File: config.mk
export PLATFORM = sky130hd
export DESIGN_NAME = ctrl_pipeline
export DESIGN_NICKNAME = d
export VERILOG_FILES = /design/src/rtl/ctrl_pipeline.sv
export SDC_FILE = /design/constraint.sdc
export NUM_CORES = 1
export LEC_CHECK = 0
export ABC_AREA = 1
export BUFFER_PORTS_ARGS = -buffer_cell sky130_fd_sc_hd__buf_4
export CAP_MARGIN = 20
export CORE_AREA = 2 2 94 51
export DETAILED_ROUTE_END_ITERATION = 8
export DIE_AREA = 0 0 96 53
export GPL_TIMING_DRIVEN = 0
export PLACE_DENSITY = 0.85
export SLEW_MARGIN = 20
export SYNTH_ARGS = -nofsm -noshare
export SYNTH_HDL_FRONTEND = slang
export SYNTH_SLANG_ARGS = --single-unit
File: constraint.sdc
create_clock -name clk -period 4.1 [get_ports clk]
set_input_delay 0.615 -clock clk [delete_from_list [all_inputs] [get_ports clk]]
set_output_delay 0.615 -clock clk [all_outputs]
set_load 0.01 [all_outputs]
File: src/rtl/ctrl_pipeline.sv
// ctrl_pipeline: NSTAGE-deep control-word pipeline (stage 0 = execute) with
// per-stage stall/flush, automatic upstream back-pressure and a multi-cycle
// hold of stage 0 for long-latency operations.
// Optional build macro CTRL_PIPE_PERF_EN instantiates saturating bubble/stall
// performance counters; without it bubble_cnt and stall_cnt are tied to zero.
module ctrl_pipeline #(
  parameter int unsigned CW        = 11,
  parameter int unsigned NSTAGE    = 3,
  parameter int unsigned MC_CYCLES = 32,
  parameter int unsigned PERF_W    = 16
) (
  input  logic                   clk,
  input  logic                   rst,
  input  logic                   in_valid,
  input  logic [CW-1:0]          in_ctrl,
  input  logic                   in_mc,
  input  logic [NSTAGE-1:0]      stall_i,
  input  logic [NSTAGE-1:0]      flush_i,
  output logic [NSTAGE*CW-1:0]   ctrl_q,
  output logic [NSTAGE-1:0]      valid_q,
  output logic                   stall_up,
  output logic                   mc_busy,
  output logic [PERF_W-1:0]      bubble_cnt,
  output logic [PERF_W-1:0]      stall_cnt
);

  localparam int unsigned MCW = (MC_CYCLES > 1) ? $clog2(MC_CYCLES) : 1;
  localparam logic [MCW-1:0] MC_LOAD = MCW'(MC_CYCLES - 1);

  logic [NSTAGE-1:0]    stall_eff;
  logic [NSTAGE-1:0]    valid_d;
  logic [NSTAGE*CW-1:0] ctrl_d;
  logic [MCW-1:0]       mc_cnt_q;
  logic [MCW-1:0]       mc_cnt_d;

  assign mc_busy  = (mc_cnt_q != '0);
  assign stall_up = stall_eff[0];

  // Effective stall: a stage is frozen if it or any downstream stage stalls;
  // stage 0 is also frozen while a multi-cycle op is resident.
  always_comb begin
    for (int k = 0; k < int'(NSTAGE); k++) begin
      stall_eff[k] = |(stall_i >> k);
    end
    stall_eff[0] = stall_eff[0] | mc_busy;
  end

  // Next-state for each stage: flush, else hold, else load upstream (or bubble).
  always_comb begin
    valid_d  = valid_q;
    ctrl_d   = ctrl_q;
    mc_cnt_d = mc_cnt_q;

    if (flush_i[0]) begin
      valid_d[0]     = 1'b0;
      ctrl_d[0 +: CW] = '0;
    end else if (!stall_eff[0]) begin
      valid_d[0]     = in_valid;
      ctrl_d[0 +: CW] = in_valid ? in_ctrl : '0;
    end

    for (int k = 1; k < int'(NSTAGE); k++) begin
      if (flush_i[k]) begin
        valid_d[k]          = 1'b0;
        ctrl_d[k*CW +: CW]  = '0;
      end else if (!stall_eff[k]) begin
        if (stall_eff[k-1]) begin
          valid_d[k]         = 1'b0;
          ctrl_d[k*CW +: CW] = '0;
        end else begin
          valid_d[k]         = valid_q[k-1];
          ctrl_d[k*CW +: CW] = ctrl_q[(k-1)*CW +: CW];
        end
      end
    end

    // Multi-cycle residency counter; runs down regardless of downstream stalls.
    if (flush_i[0]) begin
      mc_cnt_d = '0;
    end else if (!stall_eff[0] && in_valid && in_mc && (MC_CYCLES > 1)) begin
      mc_cnt_d = MC_LOAD;
    end else if (mc_busy) begin
      mc_cnt_d = mc_cnt_q - MCW'(1);
    end
  end

  // Pipeline and multi-cycle state registers.
  always_ff @(posedge clk or negedge rst) begin
    if (!rst) begin
      valid_q  <= '0;
      ctrl_q   <= '0;
      mc_cnt_q <= '0;
    end else begin
      valid_q  <= valid_d;
      ctrl_q   <= ctrl_d;
      mc_cnt_q <= mc_cnt_d;
    end
  end

`ifdef CTRL_PIPE_PERF_EN
  localparam logic [PERF_W-1:0] PERF_MAX = '1;

  logic [PERF_W-1:0] bubble_q;
  logic [PERF_W-1:0] bubble_d;
  logic [PERF_W-1:0] stall_q;
  logic [PERF_W-1:0] stall_d;

  // Saturating counts of last-stage bubbles and upstream stall cycles.
  always_comb begin
    bubble_d = bubble_q;
    stall_d  = stall_q;
    if (!valid_q[NSTAGE-1] && (bubble_q != PERF_MAX)) begin
      bubble_d = bubble_q + PERF_W'(1);
    end
    if (stall_up && (stall_q != PERF_MAX)) begin
      stall_d = stall_q + PERF_W'(1);
    end
  end

  // Performance counter registers.
  always_ff @(posedge clk or negedge rst) begin
    if (!rst) begin
      bubble_q <= '0;
      stall_q  <= '0;
    end else begin
      bubble_q <= bubble_d;
      stall_q  <= stall_d;
    end
  end

  assign bubble_cnt = bubble_q;
  assign stall_cnt  = stall_q;
`else
  assign bubble_cnt = '0;
  assign stall_cnt  = '0;
`endif

endmodule

==> results.txt <==
Max-cap viol count: 0
Max Buffers Root-to-Sink: 2
Unrepaired setup endpoints after global routing: false
Count of final setup violators: 0
CP cell instances: inv_1 > ha_1 > nand3_4 > nor2_8 > inv_2 > buf_6 > buf_4
Clock Skew: 0.003086 ns
TNS Setup: 0 ns
Via Count: 1,600
Top delay family on crit path: buffers and inverters
CTS sink count: 41
Post-DR vias/cell: 4.290
H-tree levels: 2
Number of remaining DRC errors: 0
Cell count after synthesis: 220
First-pass GRT wire length: 6672 µm
Yosys reg bits: 41
Synth top area cells: dfrtp_1 (49%), buf_4 (12%), nand3_1 (9.2%)
Reg2reg start: mc_cnt_q[0]
Full die area: 0.005088 mm²
Final-report hold violation count: 0
Critical Path AT: 1.71 ns
Mapped cell area: 0.002074 mm²
Crit path kind: flip-flop to primary output
Met3 usage: 0.04701
Crit. End Element: primary output
Final hold slack: 0.2899 ns
Commonest cells in the netlist: dfrtp_1 (41), nand3_1 (38), inv_1 (34), buf_4 (33), o21ai_0 (14)
Initial antenna violation count: 0
R2R setup slack: 2.53 ns
DRT antenna net count: 0
Detail Placement HPWL: 3455 µm
Crit share post-route: 0.5681
Leakage: 1.528 nW
WL final: 4334 µm
Vias in the first global route: 1,391
CP max-delay cell: dfrtp_1
Seq/Total Area, Yosys: 0.4946
Pwr Density: 352.9 mW/mm²
Area leader, netlist: dfrtp_1
Cts hold-fix bufs: 0
Syn. warnings: 0
Diode count: 0
Synth cell types: 24
Worst skew pair latency: 0.29 ns
Core Rows: 17
Clk root buf: clkbuf_8
Initial DRC count: 92
Met2 track demand over resource: 0.2569
Slew margin rel.: 0.6640
Status: complete, no violations
CTS tree: built
Width of the die: 96 µm
Die Ht: 53 µm
Layout area overhead: 35.04%
Placer Congestion: 0.8118
Pins Over Slew Limit: 0
Dpl ws: 1.896 ns
Top-count cell post-synth: dfrtp_1
Number of synthesized flops with an enable pin: 0
Buffers on Ports: 58
Primary FF master, synth: dfrtp_1
Ports: 91
Top-area cell type share of the netlist area: 0.4946
Worst Tran Pin Value: 0.5040 ns
Achievable frequency: 429.3 MHz
CP bufs+invs: 4
Clock transition at path regs: 0.07 ns
Drt pass-1 iters: 7
Critical Path Start Type: flip-flop
Required time of the critical path: 3.48 ns
Met1 usage: 0.2692
PostCTS Resize Cnt: 0
Total gr overflow: 0
Post-layout min period: 2.329 ns
Setup WS post-layout: 1.771 ns
R2r endpoint: mc_cnt_q[1]
Largest stage delay on the critical path: 0.41 ns
Overall routing resource usage: 0.1784
Ys async rst share: 1.000
Post-layout util: 0.6618
Starting Density: 0.4901
Worst VDD drop: 0.0002079 V
Worst Hold Class: primary input to async pin
Layout cells sized above 1: 0.3766
Largest net degree at the start of global routing: 42
Top Usage Layer GRT: met1
CP Max Fanout: 10
Post-CTS Repair Setup Buffers: 0
CTS buffer count: 5
DR WL/cell: 11.62 µm
CORE AREA: 0.004233 mm²
Final net count: 338
Synth Area per Inst: 9.429 µm²
Reg2Reg Depth: 9
==> registers in the layout, indices dropped and copies added (netlist names) <==
signal,cells
ctrl_q,33
mc_cnt_q,5
valid_q,3
==> cells by family (layout without fill, tap and decap cells) <==
logic type / Yosys count / count (layout) / share of synthesized area
xor+xnor: 2 / 2 / 0.008445
simple gates: 62 / 62 / 0.1646
other cells: 1 / 32 / 0.001808
fa+ha+maj: 1 / 1 / 0.006030
compound gates: 36 / 36 / 0.1176
flops: 41 / 41 / 0.4946
buf+inv: 77 / 142 / 0.2069
==> cell usage in the layout, fill, tap and decap left out, types with 2 or more instances in the layout <==
master    count
clkbuf_8      5
inv_1        34
nand2_1      11
clkbuf_1      5
nor2_1        4
conb_1       32
nand3_4       2
buf_6         2
dfrtp_1      41
nor2_2        2
buf_4        91
o31ai_1      12
o21ai_2       9
o21ai_0      14
nand3_1      38
nand2_2       2
xnor2_1       2
==> metrics by stage <==
step | cells | area (µm²) | power, mW
after floorplan | 251 | 2191 | 0.6197
after global placement | 366 | 2698 | 0.6821
after detailed placement | 366 | 2698 | 0.6882
after CTS | 373 | 2801 | 0.9969
after global routing | 373 | 2801 | 1.039
final | 373 | 2801 | 0.9887
==> report_power, final <==
part | leakage [nW] | switching, mW | internal [mW]
Clock | 0.0540 | 0.129 | 0.177
Sequential | 0.568 | 0.0187 | 0.424
Combinational | 0.905 | 0.135 | 0.105
Total | 1.53 | 0.283 | 0.706
==> area by class of cell <==
type | count | area (µm²)
Clock inverter | 2 | 35.03
Buffer | 42 | 297.8
Sequential cell | 41 | 1026
Tap cell | 57 | 71.32
Multi-Input combinational cell | 133 | 735.7
Clock buffer | 5 | 68.82
Timing Repair Buffer | 58 | 435.4
Inverter | 35 | 131.4
Fill cell | 358 | 1431
==> per-layer routing <==
metal | routed length, µm | vias to the layer above | part of all wire
li1 | - | 843 | -
met1 | 2115 | 699 | 0.49
met2 | 1895 | 58 | 0.44
met3 | 323 | 0 | 0.075
met4 | 0 | 0 | 0
met5 | 0 | - | 0
==> worst max path at each step <==
stage | endpoint | cells past startpoint | from | slack [ns]
after detailed placement | stall_up | 7 | stall_i[2] | 1.90
after floorplan | stall_up | 5 | stall_i[2] | 2.28
after global placement | stall_up | 7 | stall_i[2] | 1.90
after CTS | stall_up | 7 | mc_cnt_q[0] | 1.75
final | stall_up | 7 | mc_cnt_q[0] | 1.77
after global routing | stall_up | 7 | mc_cnt_q[0] | 1.66
No activity file was read; power rests on OpenSTA's default activity.
